==> config.mk <==
export PLATFORM = sky130hd
export DESIGN_NAME = lfsr_pattern_source_flat
export DESIGN_NICKNAME = d
export VERILOG_FILES = /design/src/rtl/lfsr_pkg.sv /design/src/rtl/lfsr_pattern_source_if.sv /design/src/rtl/lfsr_step.sv /design/src/rtl/lfsr_pattern_source.sv /design/src/flat_wrapper.sv
export SDC_FILE = /design/constraint.sdc
export NUM_CORES = 1
export LEC_CHECK = 0
export ABC_AREA = 1
export CORE_MARGIN = 2
export CORE_UTILIZATION = 50
export CTS_CLUSTER_SIZE = 14
export DETAILED_ROUTE_END_ITERATION = 7
export PLACE_DENSITY = 0.75
export SETUP_SLACK_MARGIN = 0.05
export SKIP_LAST_GASP = 1
export SYNTH_ARGS = -nofsm -noshare
export SYNTH_HDL_FRONTEND = slang
export SYNTH_SLANG_ARGS = --single-unit
==> constraint.sdc <==
create_clock -name clk -period 3.3 [get_ports clk]
set_input_delay 0.495 -clock clk [delete_from_list [all_inputs] [get_ports clk]]
set_output_delay 0.495 -clock clk [all_outputs]
set_load 0.02 [all_outputs]
==> src/rtl/lfsr_pkg.sv <==
// Shared constants for the LFSR link: x^8+x^6+x^5+x^4+1 tap mask, seed
// value and pattern-source FSM encoding.
package lfsr_pkg;

  // Feedback taps q[7], q[5], q[4], q[3]
  localparam logic [7:0] LFSR_POLY = 8'hB8;
  localparam logic [7:0] LFSR_INIT = 8'hFF;

  localparam logic [1:0] ST_IDLE = 2'd0;
  localparam logic [1:0] ST_RUN  = 2'd1;
  localparam logic [1:0] ST_GAP  = 2'd2;

endpackage

==> src/rtl/lfsr_pattern_source_if.sv <==
// Word stream from the pattern source toward an LFSR checker.
interface lfsr_pattern_source_if #(
  parameter int LFSR_WIDTH = 8
);
  logic [LFSR_WIDTH-1:0] o_LFSR;
  logic                  o_valid;
  logic                  o_err_inj;

  modport master (output o_LFSR, o_valid, o_err_inj);
  modport slave  (input  o_LFSR, o_valid, o_err_inj);
endinterface

==> src/rtl/lfsr_step.sv <==
// One Fibonacci step: shift left, new LSB is the parity of the tapped bits.
module lfsr_step
  import lfsr_pkg::*;
#(
  parameter int                WIDTH = 8,
  parameter logic [WIDTH-1:0]  POLY  = WIDTH'(LFSR_POLY)
) (
  input  logic [WIDTH-1:0] i_q,
  output logic [WIDTH-1:0] o_q
);
  assign o_q = {i_q[WIDTH-2:0], ^(i_q & POLY)};
endmodule

==> src/rtl/lfsr_pattern_source.sv <==
// LFSR word source with programmable run/gap pattern and periodic
// output-only error injection for exercising an LFSR checker.
module lfsr_pattern_source
  import lfsr_pkg::*;
#(
  parameter int LFSR_WIDTH    = 8,
  parameter int CNT_WIDTH     = 8,
  parameter int ERR_CNT_WIDTH = 16
) (
  input  logic                     clk,
  input  logic                     i_reset,
  input  logic                     i_soft_reset,
  input  logic [LFSR_WIDTH-1:0]    i_seed,
  input  logic                     i_enable,
  input  logic [CNT_WIDTH-1:0]     i_run_len,
  input  logic [CNT_WIDTH-1:0]     i_gap_len,
  input  logic [CNT_WIDTH-1:0]     i_err_period,
  input  logic [LFSR_WIDTH-1:0]    i_err_mask,
  lfsr_pattern_source_if.master    o_stream,
  output logic [ERR_CNT_WIDTH-1:0] o_err_count
);
  logic [LFSR_WIDTH-1:0]    r_state;
  logic [LFSR_WIDTH-1:0]    r_LFSR;
  logic                     r_valid;
  logic                     r_err_inj;
  logic [1:0]               r_fsm;
  logic [CNT_WIDTH-1:0]     r_run_cnt;
  logic [CNT_WIDTH-1:0]     r_run_len;
  logic [CNT_WIDTH-1:0]     r_gap_cnt;
  logic [CNT_WIDTH-1:0]     r_gap_len;
  logic [CNT_WIDTH-1:0]     r_err_pos;
  logic [CNT_WIDTH-1:0]     r_err_period;
  logic [ERR_CNT_WIDTH-1:0] r_err_count;

  logic [LFSR_WIDTH-1:0] w_state_next;
  logic [LFSR_WIDTH-1:0] w_mask;
  logic [LFSR_WIDTH-1:0] w_seed;
  logic [CNT_WIDTH-1:0]  w_err_period;
  logic [CNT_WIDTH-1:0]  w_err_pos_inc;
  logic                  w_corrupt;
  logic                  w_burst_done;
  logic                  w_gap_done;
  logic                  w_to_gap;
  logic                  w_start;
  logic                  w_emit;
  logic                  w_send;

  lfsr_step #(.WIDTH(LFSR_WIDTH)) u_step (
    .i_q (r_state),
    .o_q (w_state_next)
  );

  assign w_seed       = (i_seed == '0) ? LFSR_WIDTH'(LFSR_INIT) : i_seed;
  assign w_mask       = (i_err_mask == '0) ? LFSR_WIDTH'(1) : i_err_mask;
  assign w_burst_done = (r_run_cnt == r_run_len);
  assign w_gap_done   = (r_gap_cnt == r_gap_len);
  assign w_to_gap     = (r_fsm == ST_RUN) && w_burst_done && (i_gap_len != '0);

  // Error period is re-sampled only when a new error window begins
  assign w_err_period  = (r_err_pos == '0) ? i_err_period : r_err_period;
  assign w_err_pos_inc = r_err_pos + CNT_WIDTH'(1);
  assign w_corrupt     = (w_err_period != '0) && (w_err_pos_inc == w_err_period);

  // w_start opens a new burst (reloading run length); w_emit continues one
  always_comb begin
    w_start = 1'b0;
    w_emit  = 1'b0;
    case (r_fsm)
      ST_IDLE: w_start = (i_run_len != '0);
      ST_RUN: begin
        if (!w_burst_done) w_emit = 1'b1;
        else               w_start = (i_gap_len == '0) && (i_run_len != '0);
      end
      ST_GAP:  w_start = w_gap_done && (i_run_len != '0);
      default: w_start = 1'b0;
    endcase
  end
  assign w_send = w_start || w_emit;

  always_ff @(posedge clk) begin
    if (i_reset || i_soft_reset) begin
      r_state      <= i_reset ? LFSR_WIDTH'(LFSR_INIT) : w_seed;
      r_fsm        <= ST_IDLE;
      r_LFSR       <= '0;
      r_valid      <= 1'b0;
      r_err_inj    <= 1'b0;
      r_run_cnt    <= '0;
      r_run_len    <= '0;
      r_gap_cnt    <= '0;
      r_gap_len    <= '0;
      r_err_pos    <= '0;
      r_err_period <= '0;
      r_err_count  <= '0;
    end else if (!i_enable) begin
      r_fsm     <= ST_IDLE;
      r_valid   <= 1'b0;
      r_err_inj <= 1'b0;
    end else begin
      r_valid   <= w_send;
      r_err_inj <= w_send && w_corrupt;
      if (w_send) begin
        // Corruption touches the output word only; the sequence state advances cleanly
        r_LFSR       <= w_corrupt ? (r_state ^ w_mask) : r_state;
        r_state      <= w_state_next;
        r_err_period <= w_err_period;
        r_err_pos    <= (w_err_period == '0 || w_corrupt) ? '0 : w_err_pos_inc;
        if (w_corrupt && r_err_count != '1) r_err_count <= r_err_count + ERR_CNT_WIDTH'(1);
      end
      if (w_start) begin
        r_fsm     <= ST_RUN;
        r_run_cnt <= CNT_WIDTH'(1);
        r_run_len <= i_run_len;
      end else if (w_emit) begin
        r_run_cnt <= r_run_cnt + CNT_WIDTH'(1);
      end else if (w_to_gap) begin
        r_fsm     <= ST_GAP;
        r_gap_cnt <= CNT_WIDTH'(1);
        r_gap_len <= i_gap_len;
      end else if (r_fsm == ST_GAP && !w_gap_done) begin
        r_gap_cnt <= r_gap_cnt + CNT_WIDTH'(1);
      end else begin
        r_fsm <= ST_IDLE;
      end
    end
  end

  assign o_stream.o_LFSR    = r_LFSR;
  assign o_stream.o_valid   = r_valid;
  assign o_stream.o_err_inj = r_err_inj;
  assign o_err_count        = r_err_count;

endmodule

==> src/flat_wrapper.sv <==
// flat-port wrapper written by rule: the top's interface ports become plain ports
module lfsr_pattern_source_flat import lfsr_pkg::*;
#(
  parameter int LFSR_WIDTH    = 8,
  parameter int CNT_WIDTH     = 8,
  parameter int ERR_CNT_WIDTH = 16
)
  (clk, i_reset, i_soft_reset, i_seed, i_enable, i_run_len, i_gap_len, i_err_period, i_err_mask, o_err_count, o_stream_o_LFSR, o_stream_o_valid, o_stream_o_err_inj);
  lfsr_pattern_source_if #(.LFSR_WIDTH(LFSR_WIDTH)) o_stream_i ();
  input  logic clk;
  input  logic i_reset;
  input  logic i_soft_reset;
  input  logic [LFSR_WIDTH-1:0] i_seed;
  input  logic i_enable;
  input  logic [CNT_WIDTH-1:0] i_run_len;
  input  logic [CNT_WIDTH-1:0] i_gap_len;
  input  logic [CNT_WIDTH-1:0] i_err_period;
  input  logic [LFSR_WIDTH-1:0] i_err_mask;
  output logic [ERR_CNT_WIDTH-1:0] o_err_count;
  output wire logic [$bits(o_stream_i.o_LFSR)-1:0] o_stream_o_LFSR;
  output wire logic [$bits(o_stream_i.o_valid)-1:0] o_stream_o_valid;
  output wire logic [$bits(o_stream_i.o_err_inj)-1:0] o_stream_o_err_inj;
  assign o_stream_o_LFSR = o_stream_i.o_LFSR;
  assign o_stream_o_valid = o_stream_i.o_valid;
  assign o_stream_o_err_inj = o_stream_i.o_err_inj;
  lfsr_pattern_source #(.LFSR_WIDTH(LFSR_WIDTH), .CNT_WIDTH(CNT_WIDTH), .ERR_CNT_WIDTH(ERR_CNT_WIDTH)) u_core (.clk(clk), .i_reset(i_reset), .i_soft_reset(i_soft_reset), .i_seed(i_seed), .i_enable(i_enable), .i_run_len(i_run_len), .i_gap_len(i_gap_len), .i_err_period(i_err_period), .i_err_mask(i_err_mask), .o_stream(o_stream_i), .o_err_count(o_err_count));
endmodule
**Yosys cells after proc, flatten, opt, wreduce, memory -nomap -nowiden**

Index checks and enable logic that the tools add are counted.

- Register bits after elaboration: 84
- Input bits: 44
- Output and inout port bits: 26
- Logic and storage cells: 88

- Add/sub/neg operators: 4
- Equality and inequality tests: 9
- Muxes and demuxes: 21
- Bitwise gates (word level): 4
- Reductions and logical operators: 37

Operator list:

| operator | number |
|---|---|
| 2-to-1 mux 8 bit | 13 |
| logical NOT 8 bit | 5 |
| adder 8 x 1 -> 8 bit (second input constant) | 3 |
| equality test 8 bit | 3 |
| nonzero test 8 bit | 3 |
| adder 16 x 1 -> 16 bit (second input constant) | 1 |
| != test 16 bit (second input constant) | 1 |
| AND reduction 2 bit | 6 |
| logical AND 1 bit | 8 |
| AND reduction 4 bit | 2 |
| nonzero test 2 bit | 4 |
| parity 8 bit | 1 |
| XOR 8 bit | 1 |
| 2-to-1 mux 1 bit | 5 |
| 2-to-1 mux 2 bit | 2 |
| != test 2 x 1 -> 1 bit (second input constant) | 2 |
| logical OR 1 bit | 3 |
| != test 3 x 1 -> 1 bit (second input constant) | 1 |
| NOT 1 bit | 3 |
| one-hot mux 1 bit (3 select lines) | 1 |
| AND reduction 3 bit | 1 |
| OR reduction 3 bit | 1 |
| equality test 2 x 1 -> 1 bit (second input constant) | 1 |
| equality test 2 bit (second input constant) | 1 |
| 3 further kinds | 3 |

**Logic depth before layout (Yosys ltp)**

Gate-level depths: netlist of run 1.

- Word-level depth: 8
- Mapped depth: 19
- Depth with buffers taken out: 17

**Cells and area by module**

A second synthesis of run 1 with hierarchy kept.

- Cells, all modules: 771
- Area, all modules: 5076.1 µm²

Modules (own cells, without submodules):

| module | instances | cells an instance | area each (µm²) | sequential area each (µm²) |
|---|---|---|---|---|
| lfsr_pattern_source | 1 | 749 | 4959.8 | 1761.7 |
| lfsr_step | 1 | 22 | 116.4 | 0.0 |

**Least setup slack after synthesis of run 1**

Ideal clock, no wire load.

- Kind: register to register
- Start point: register u_core.r_err_pos[0]
- End point: register u_core.r_err_count[8], in the netlist u_core.o_err_count[8]
- Library setup time: 0.113 ns
- Arrival time: 1.997 ns
- Data required time: 3.187 ns
- Setup slack: 1.190 ns
- Stages on the path, launching flop included: 19
- Path buffers: 2
- Clock period less this slack: 2.110 ns
- Path through: dfxtp_1 > inv_1 > ha_1 > nand2_1 > nor2_2 > nand2_2 > buf_6 > nand2_2 > nand2_2 > nand2_1 > nand2_1 > nand3_1 > nor2_4 > nand3_4 > nor2_4 > buf_6 > nand2_2 > nor2_1 > nor2_1

- Cells in the longest elaborated chain, start to end: 6
- Elaborated cells between the ends (all ways): 8
- Classes of those cells: add/sub: 1; eq/ne: 1; mux: 1; reduce/logical: 5

Ends and longest elaborated chain:

| element | line | source |
|---|---|---|
| start: declaration | lfsr_pattern_source.sv:31 | `logic [CNT_WIDTH-1:0] r_err_pos;` |
| start signal: assignment | lfsr_pattern_source.sv:106 | `r_err_pos <= (w_err_period == '0 \|\| w_corrupt) ? '0 : w_err_pos_inc;` |
| parallel branches: the longest is 3 deep, another holds adder 8 x 1 -> 8 bit | -- |  |
| logical AND 1 bit * | lfsr_pattern_source.sv:62 | `assign w_corrupt = (w_err_period != '0) && (w_err_pos_inc == w_err_period);` |
| logical AND 1 bit * | lfsr_pattern_source.sv:107 | `if (w_corrupt && r_err_count != '1) r_err_count <= r_err_count + ERR_CNT_WIDTH'(1);` |
| AND reduction 3 bit (no source line) * | -- |  |
| end signal: assignment | lfsr_pattern_source.sv:107 |  |
| end: declaration | lfsr_pattern_source.sv:33 | `logic [ERR_CNT_WIDTH-1:0] r_err_count;` |

Mark *: on every way between the ends.
A chain may end at the register's enable or synchronous reset.

**Worst setup path after layout of run 1**

- Start point: register u_core.r_err_pos[0]
- End point: register u_core.r_err_count[4], in the netlist u_core.o_err_count[4]

Same word-level chain as after synthesis.

==> results of run 1 <==
[synthesized netlist by cell type]
library cell	count	area (µm²)
sky130_fd_sc_hd__nand2_1	200	751
sky130_fd_sc_hd__inv_1	83	312
sky130_fd_sc_hd__nor2_1	83	312
sky130_fd_sc_hd__dfxtp_1	76	1520
sky130_fd_sc_hd__nand3_1	56	280
sky130_fd_sc_hd__o21ai_0	40	200
sky130_fd_sc_hd__a21oi_1	35	175
sky130_fd_sc_hd__nor3_1	12	60.1
sky130_fd_sc_hd__xor2_1	12	105
sky130_fd_sc_hd__clkbuf_1	10	37.5
sky130_fd_sc_hd__inv_2	10	37.5
sky130_fd_sc_hd__nand2_2	10	62.6
sky130_fd_sc_hd__xnor2_1	10	87.6
sky130_fd_sc_hd__a31oi_1	8	50.1
sky130_fd_sc_hd__edfxtp_1	8	240
sky130_fd_sc_hd__nand4_1	8	50.1
sky130_fd_sc_hd__o22ai_1	6	37.5
sky130_fd_sc_hd__ha_1	5	62.6
sky130_fd_sc_hd__buf_2	4	20.0
sky130_fd_sc_hd__buf_6	4	45.0
sky130_fd_sc_hd__nor2_4	4	45.0
sky130_fd_sc_hd__o21ai_1	4	20.0
sky130_fd_sc_hd__nand3b_1	3	22.5
sky130_fd_sc_hd__nor4_1	3	18.8
sky130_fd_sc_hd__buf_4	2	15.0
sky130_fd_sc_hd__nand2_4	2	22.5
sky130_fd_sc_hd__nand3_2	2	20.0
sky130_fd_sc_hd__a211oi_1	1	7.51
sky130_fd_sc_hd__a21boi_2	1	11.3
sky130_fd_sc_hd__and3_1	1	6.26
sky130_fd_sc_hd__clkinv_1	1	3.75
sky130_fd_sc_hd__inv_4	1	6.26
sky130_fd_sc_hd__nand3_4	1	17.5
sky130_fd_sc_hd__nor2_2	1	6.26
sky130_fd_sc_hd__nor2_8	1	20.0
sky130_fd_sc_hd__nor3_2	1	10.0
sky130_fd_sc_hd__o21bai_1	1	7.51
sky130_fd_sc_hd__o311ai_0	1	8.76
sky130_fd_sc_hd__o31ai_1	1	7.51
[registers in the layout, summed over array words and instances (netlist names)]
name                       cells
u_core.o_err_count            16
u_core.r_run_cnt               8
u_core.o_stream.o_valid        1
u_core.r_state                 8
u_core.r_err_period            8
u_core.r_err_pos               8
u_core.o_stream.o_LFSR         8
u_core.r_gap_cnt               8
u_core.r_run_len               8
u_core.r_gap_len               8
u_core.r_fsm                   2
u_core.o_stream.o_err_inj      1
[how the worst max path moves through the flow]
stage | to | slack (ns) | cells past startpoint
floorplan | u_core.o_err_count[8]$_SDFFE_PN0P_ | 1.19 | 18
global placement | u_core.o_err_count[4]$_SDFFE_PN0P_ | 0.58 | 16
detailed placement | u_core.o_err_count[4]$_SDFFE_PN0P_ | 0.49 | 17
CTS | u_core.o_err_count[4]$_SDFFE_PN0P_ | 0.45 | 17
global route | u_core.o_err_count[6]$_SDFFE_PN0P_ | 0.11 | 17
finish | u_core.o_err_count[4]$_SDFFE_PN0P_ | 0.48 | 16
[area by class of cell]
type	instances	area (µm²)
multi-input cells	513	2490
inverters	95	359
clock buffers	12	156
repair buffers	74	728
clock inverters	4	22.5
fillers	883	3540
well taps	111	139
flip-flops and latches	84	1760
[cells by family (layout without fill, tap and decap cells)]
logic type               count (synthesis)  after routing  share of synthesized area [%]
AO/OA/AOI/OAI                           98             98                           11.1
AND/OR/NAND/NOR                        388            388                           36.1
adder cells (fa/ha/maj)                  5              5                           1.32
flip-flops                              84             84                           37.3
buffers and inverters                  115            185                           10.1
XOR/XNOR                                22             22                           4.08
[stage by stage]
step                total power, W  setup WS [ns]  hold WS, ns  cell area [µm²]
floorplan                  0.00126           1.19        0.429             4720
global placement           0.00136          0.584        0.441             5480
detailed placement         0.00137          0.495        0.447             5480
CTS                        0.00204          0.454        0.461             5650
global route               0.00213          0.114        0.479             5650
finish                     0.00203          0.478        0.459             5650
[metal layers]
metal  part of all wire [%]  up-vias  track usage, %
li1                       -     2404               -
met1                     47     2052            29.1
met4                    1.3        0            6.86
met2                     47      109            36.7
met3                    4.7       13            4.00
met5                      0        -               0
[critical path: stages, from the launching register on]
cell and delay, ns:
sky130_fd_sc_hd__dfxtp_1 0.36, sky130_fd_sc_hd__inv_1 0.12, sky130_fd_sc_hd__ha_1 0.19, sky130_fd_sc_hd__inv_1 0.07
sky130_fd_sc_hd__nor2_4 0.29, sky130_fd_sc_hd__nand3_1 0.14, sky130_fd_sc_hd__nand2_1 0.13, sky130_fd_sc_hd__inv_1 0.06
sky130_fd_sc_hd__nand2_1 0.06, sky130_fd_sc_hd__nand3_1 0.12, sky130_fd_sc_hd__nor2_4 0.15, sky130_fd_sc_hd__nand3_4 0.20
sky130_fd_sc_hd__nor2_4 0.49, sky130_fd_sc_hd__nand2_1 0.13, sky130_fd_sc_hd__nand2_1 0.09, sky130_fd_sc_hd__nand2_1 0.05
sky130_fd_sc_hd__nor2_1 0.09
[cell usage in the layout, fill, tap and decap left out, types with 6 or more instances in the layout]
cell type	instances
sky130_fd_sc_hd__clkdlybuf4s50_1	69
sky130_fd_sc_hd__nand2_2	10
sky130_fd_sc_hd__dfxtp_1	76
sky130_fd_sc_hd__clkbuf_8	9
sky130_fd_sc_hd__edfxtp_1	8
sky130_fd_sc_hd__inv_1	83
sky130_fd_sc_hd__nand3_1	56
sky130_fd_sc_hd__o21ai_0	40
sky130_fd_sc_hd__xor2_1	12
sky130_fd_sc_hd__a31oi_1	8
sky130_fd_sc_hd__nor2_1	82
sky130_fd_sc_hd__o22ai_1	6
sky130_fd_sc_hd__nand2_1	200
sky130_fd_sc_hd__nand4_1	8
sky130_fd_sc_hd__nor3_1	12
sky130_fd_sc_hd__xnor2_1	10
sky130_fd_sc_hd__inv_2	10
sky130_fd_sc_hd__a21oi_1	35
[power by group through the flow]
stage / combinational, W / clock (W) / sequential [W]
6_report: 0.000270 / 0.000683 / 0.00107
5_1_grt: 0.000303 / 0.000750 / 0.00108
4_1_cts: 0.000271 / 0.000699 / 0.00107
3_5_place_dp: 0.000269 / 0 / 0.00110
3_3_place_gp: 0.000264 / 0 / 0.00110
2_1_floorplan: 0.000158 / 0 / 0.00110
==> flow_summary_export.csv, run 1 <==
group,metric,value,unit
outcome,status,"finished clean",
final_layout,flow.area_growth_from_synthesis,19.7,%
power_and_ir_drop,reported_leakage_power,2.37,nW
hold_path,holdPathStages,2,
critical_path,r2r_cell_count,16,
critical_path,worst-endpoint-arrival,3.11,ns
floorplanning,floorplan.initialDensity,51.4,%
global_route,grt_pass1_wl,18.3,mm
placement,dp_hpwl,8.09,mm
critical_path,r2r-start,"u_core.r_err_pos[0]$_SDFFE_PN0P_",
power_and_ir_drop,p_seq_share,53.0,%
power_and_ir_drop,swShare,26.4,%
yosys,synth.lib_cells_used.distinct,39,
floorplanning,die_area,0.0102,mm²
floorplanning,placeable_core_region,0.00920,mm²
clocking,post-cts-setup-buffer-count,0,
power_and_ir_drop,vdd.ir_drop.worst,0.299,mV
clocking,clock_sink_count,84,
critical_path,critical_path_required,3.59,ns
power_and_ir_drop,int_pwr,0.00149,W
yosys,yosys_register_bits,84,
timing,finalCritPeriodShare,85.5,%
yosys,syn_area_per_cell,6.63,µm²
clocking,cts_buffer_count,9,
clocking,clockRootBuffer,"sky130_fd_sc_hd__clkbuf_8",
power_and_ir_drop,p_per_area,358,mW/mm²
floorplanning,die-height,101,µm
final_layout,antenna_cells_inserted,0,
detailed_routing,drt-total-wl,10.8,mm
detailed_routing,vias,4578,
timing,finClkSkew,0.00976,ns
placement,post-place-cells,877,
critical_path,startpoint,"u_core.r_err_pos[0]$_SDFFE_PN0P_",
timing,finish_stage_setup_viols,0,
global_route,pin_count_of_the_biggest_net_entering_global_routing,29,
timing,hold_viol_final,0,
power_and_ir_drop,p_sw,0.000535,W
placement,globalplace.congestion,0.898,
timing,final_period_minus_worst_setup_slack,2.82,ns
timing,slew_violations,0,
detailed_routing,drt-pass1-iter-count,5,
power_and_ir_drop,share_clk_of_total_power,33.7,%
hold_path,worst_hold_path.endpoint,"u_core.o_stream.o_LFSR[1]$_SDFFE_PN0P_",
critical_path,cp-start-kind,"flip-flop",
timing,unrepaired_setup_endpoints_after_global_routing,"false",
critical_path,worstReg2RegEnd,"u_core.o_err_count[4]$_SDFFE_PN0P_",
run,max_cap_viol_count,0,
timing,max_freq,354,MHz
clocking,worst_skew_pair.late_latency,0.36,ns
floorplanning,num_io_pins,70,
yosys,synth_cells,712,
critical_path,cp_max_fo,24,
detailed_routing,final_antenna_net_count,0,
yosys,yosysWarnings,0,
yosys,synth.net_count,761,
detailed_routing,first_iter_violations,208,
final_layout,post-route-util,61.5,%
detailed_routing,route.detailed.drc,0,
clocking,post_cts.resized_instances,0,
yosys,cell_area_after_technology_mapping,0.00472,mm²
global_route,grt_remaining_overflow,0,
placement,io_buffer_count,69,
final_layout,drive_gt1_share,6.91,%
final_layout,stdcell_count,893,
detailed_routing,post_drt_wl_per_cell,12.1,µm
clocking,hold_buffers,0,
timing,worst-slew-pin-transition,0.514,ns
critical_path,crit_path_end_kind,"flip-flop",
yosys,synth-seq-area-share,37.3,%
hold_path,hold_path_class,"flip-flop to flip-flop",
floorplanning,floorplan.rows,35,
global_route,number_of_antenna_violations_at_the_first_check_in_global_routing,0,
timing,max-slew-margin-rel,65.7,%
clocking,clock_transition_at_the_registers_of_the_reported_paths,0.08,ns
global_route,grt_pass1_vias,4160,
timing,tns,0,ns
clocking,tritoncts_clock_tree,"yes",
clocking,cts_buffer_depth,2,
clocking,htree_levels,3,
power_and_ir_drop,combinationalPowerShare,13.3,%
global_route,grt.total_usage,22.0,%
critical_path,worstSetupPathType,"flip-flop to flip-flop",
hold_path,hold_path.startpoint,"u_core.o_stream.o_LFSR[1]$_SDFFE_PN0P_",
final_layout,final_nets,826,
critical_path,rrSetupSlack,0.48,ns
floorplanning,die_w,101,µm
detailed_routing,detail_route.vias_per_cell,5.13,
(Power assumes the default switching activity.)
==> inputs of run 2 (changes only) <==
- ABC_AREA: 1 -> not set
- GPL_ROUTABILITY_DRIVEN: not set -> 0
==> run 2 against run 1 <==
Compared with the run above:
- combinational power is 11% lower
- sequential power hardly changed
- register-to-register slack worse by 0.21 ns
- power is 3.8% higher
- non-clock buffer count is 11 higher
- critical path type unchanged
- core utilization is 3.3 points higher
- largest cell class unchanged
- critical endpoint is now u_core.o_err_count[3]$_SDFFE_PN0P_
- worst hold slack better by 0.044 ns
- largest power group unchanged
- maximum frequency is 6.8% lower
==> flow_summary_export.csv, run 2 <==
group,metric,value,unit
timing,finish_stage_setup_viols,0,
timing,slew_violations,0,
yosys,dominantRegCellSynth,"sky130_fd_sc_hd__dfxtp_1",
yosys,synth-seq-area-share,40.8,%
clocking,htree_levels,3,
yosys,synth_area_leaders,"sky130_fd_sc_hd__dfxtp_1, sky130_fd_sc_hd__edfxtp_1, sky130_fd_sc_hd__xor2_1",
global_route,number_of_antenna_violations_at_the_first_check_in_global_routing,0,
timing,unrepaired_setup_endpoints_after_global_routing,"false",
critical_path,crit_path_end_kind,"flip-flop",
timing,finalCritPeriodShare,91.8,%
timing,finClkSkew,0.0130,ns
yosys,syn_area_per_cell,8.56,µm²
detailed_routing,detail_route.vias_per_cell,5.79,
floorplanning,floorplan.rows,33,
clocking,post_cts.resized_instances,0,
outcome,status,"finished clean",
placement,post-place-cells,671,
yosys,synth_enable_flop_cells,8,
floorplanning,num_io_pins,70,
timing,tns,0,ns
floorplanning,floorplan.initialDensity,52.0,%
final_layout,final_nets,626,
timing,hold_viol_final,0,
detailed_routing,route.detailed.drc,0,
yosys,synth_top_cells_by_count,"sky130_fd_sc_hd__dfxtp_1, sky130_fd_sc_hd__nand3_1, sky130_fd_sc_hd__o21ai_0",
final_layout,layout.cells.most_common_list,"sky130_fd_sc_hd__dfxtp_1, sky130_fd_sc_hd__clkdlybuf4s50_1, sky130_fd_sc_hd__nand3_1",
global_route,grt_pass1_wl,17.4,mm
yosys,post-synth-top-area-cell,"sky130_fd_sc_hd__dfxtp_1",
final_layout,max_ffs_per_register,16,
yosys,asyncSetResetFlopFracSynth,0,%
floorplanning,placeable_core_region,0.00830,mm²
yosys,cell_area_after_technology_mapping,0.00432,mm²
placement,post_placement_setup_slack,0.0334,ns
clocking,clockRootBuffer,"sky130_fd_sc_hd__clkbuf_8",
timing,max-slew-margin-rel,17.7,%
detailed_routing,drt-pass1-iter-count,5,
timing,final_critical_path_setup_slack,0.272,ns
clocking,cts_buffer_count,9,
timing,worst-slew-pin-transition,1.23,ns
timing,max_freq,330,MHz
yosys,yosys.area.top_type_share,35.3,%
placement,dp_hpwl,7.40,mm
timing,final_period_minus_worst_setup_slack,3.03,ns
detailed_routing,first_iter_violations,176,
final_layout,antenna_cells_inserted,0,
final_layout,drive_gt1_share,7.90,%
floorplanning,die_area,0.00939,mm²
power_and_ir_drop,vdd.ir_drop.worst,0.240,mV
floorplanning,die-height,96.9,µm
detailed_routing,final_antenna_net_count,0,
yosys,dominant_cell_by_count_in_the_synthesized_netlist,"sky130_fd_sc_hd__dfxtp_1",
power_and_ir_drop,p_per_area,391,mW/mm²
global_route,pin_count_of_the_biggest_net_entering_global_routing,34,
critical_path,worstSetupPathType,"flip-flop to flip-flop",
yosys,synth.lib_cells_used.distinct,51,
power_and_ir_drop,reported_leakage_power,1.87,nW
clocking,tritoncts_clock_tree,"yes",
critical_path,worst-endpoint-arrival,3.30,ns
final_layout,stdcell_area,0.00538,mm²
clocking,post-cts-setup-buffer-count,0,
critical_path,cp-start-kind,"flip-flop",
detailed_routing,vias,3977,
final_layout,stdcell_count,687,
run,max_cap_viol_count,0,
clocking,hold_buffers,0,
global_route,grt.total_usage,21.8,%
detailed_routing,drt-total-wl,10.2,mm
yosys,synth.net_count,553,
timing,worst_hold_slack,0.503,ns
clocking,clock_transition_at_the_registers_of_the_reported_paths,0.09,ns
final_layout,flow.area_growth_from_synthesis,24.7,%
placement,dpl_cell_area,0.00516,mm²
final_layout,final_common_cell,"sky130_fd_sc_hd__dfxtp_1",
global_route,grt_remaining_overflow,0,
critical_path,cp_max_fo,21,
detailed_routing,post_drt_wl_per_cell,14.8,µm
yosys,synth_cells,504,
clocking,worst_skew_pair.late_latency,0.35,ns
clocking,clock_sink_count,84,
floorplanning,die_w,96.9,µm
global_route,grt_pass1_vias,3803,
yosys,yosys_register_bits,84,
clocking,cts_buffer_depth,2,
hold_path,hold_path_class,"flip-flop to flip-flop",
placement,io_buffer_count,69,
yosys,yosysWarnings,0,
critical_path,critical_path_required,3.57,ns
[run 2: routing by layer]
metal	global-route usage (%)	vias up	wire length, µm
li1	-	1982	-
met1	27.3	1896	4630
met2	38.2	90	4960
met3	4.62	9	465
met4	5.20	0	103
met5	0	-	0
[run 2: worst max-delay path: stages (launching register included)]
cell and delay (ns):
sky130_fd_sc_hd__dfxtp_1 0.31, sky130_fd_sc_hd__inv_1 0.08, sky130_fd_sc_hd__ha_1 0.18, sky130_fd_sc_hd__nor4b_1 0.25
sky130_fd_sc_hd__buf_4 0.22, sky130_fd_sc_hd__nand3_1 0.10, sky130_fd_sc_hd__and3_1 0.17, sky130_fd_sc_hd__or4_4 0.55
sky130_fd_sc_hd__nor4_4 0.22, sky130_fd_sc_hd__o2111ai_2 0.14, sky130_fd_sc_hd__buf_4 0.24, sky130_fd_sc_hd__or3_1 0.35
sky130_fd_sc_hd__a21oi_1 0.14
[run 2: layout make-up]
cell class	instances	area (µm²)
clock buffer	12	165
clock inverter	4	55.1
fill	716	2920
inverter	9	33.8
multi-input combinational	388	2420
sequential	84	1760
tap	105	131
timing repair buffer	85	815
[run 2: through the flow]
stage / util [%] / power (W)
floorplan: - / 0.00122
global placement: 62.1 / 0.00132
detailed placement: 62.1 / 0.00133
CTS: 64.8 / 0.00212
global route: 64.8 / 0.00219
finish: 64.8 / 0.00210
[run 2: worst paths after layout]
check | slack, ns | depth (start not counted) | from | end
setup / recovery | 0.27 | 12 | u_core.r_err_pos[0]$_SDFFE_PN0P_ | u_core.o_err_count[3]$_SDFFE_PN0P_
hold / removal | 0.50 | 2 | u_core.r_gap_len[4]$_SDFFE_PN0P_ | u_core.r_gap_len[4]$_SDFFE_PN0P_
setup reg to reg | 0.27 | 12 | u_core.r_err_pos[0]$_SDFFE_PN0P_ | u_core.o_err_count[3]$_SDFFE_PN0P_
hold reg to reg | 0.50 | 2 | u_core.r_gap_len[4]$_SDFFE_PN0P_ | u_core.r_gap_len[4]$_SDFFE_PN0P_
[run 2: kinds of logic (layout without fill, tap and decap cells)]
kind of cell	Yosys count	in the layout	synth area share, %
xor+xnor	42	42	8.52
compound gates	110	110	15.2
buf+inv	32	110	3.19
simple gates	214	214	26.9
flops	84	84	40.8
fa+ha+maj	5	5	1.45
mux	17	17	3.97
[run 2: power breakdown]
| part | switching (W) | internal [W] | leakage [nW] |
|---|---|---|---|
| combinational | 0.000120 | 0.000120 | 1.08 |
| sequential | 0.0000166 | 0.00105 | 0.685 |
| clock | 0.000379 | 0.000416 | 0.109 |
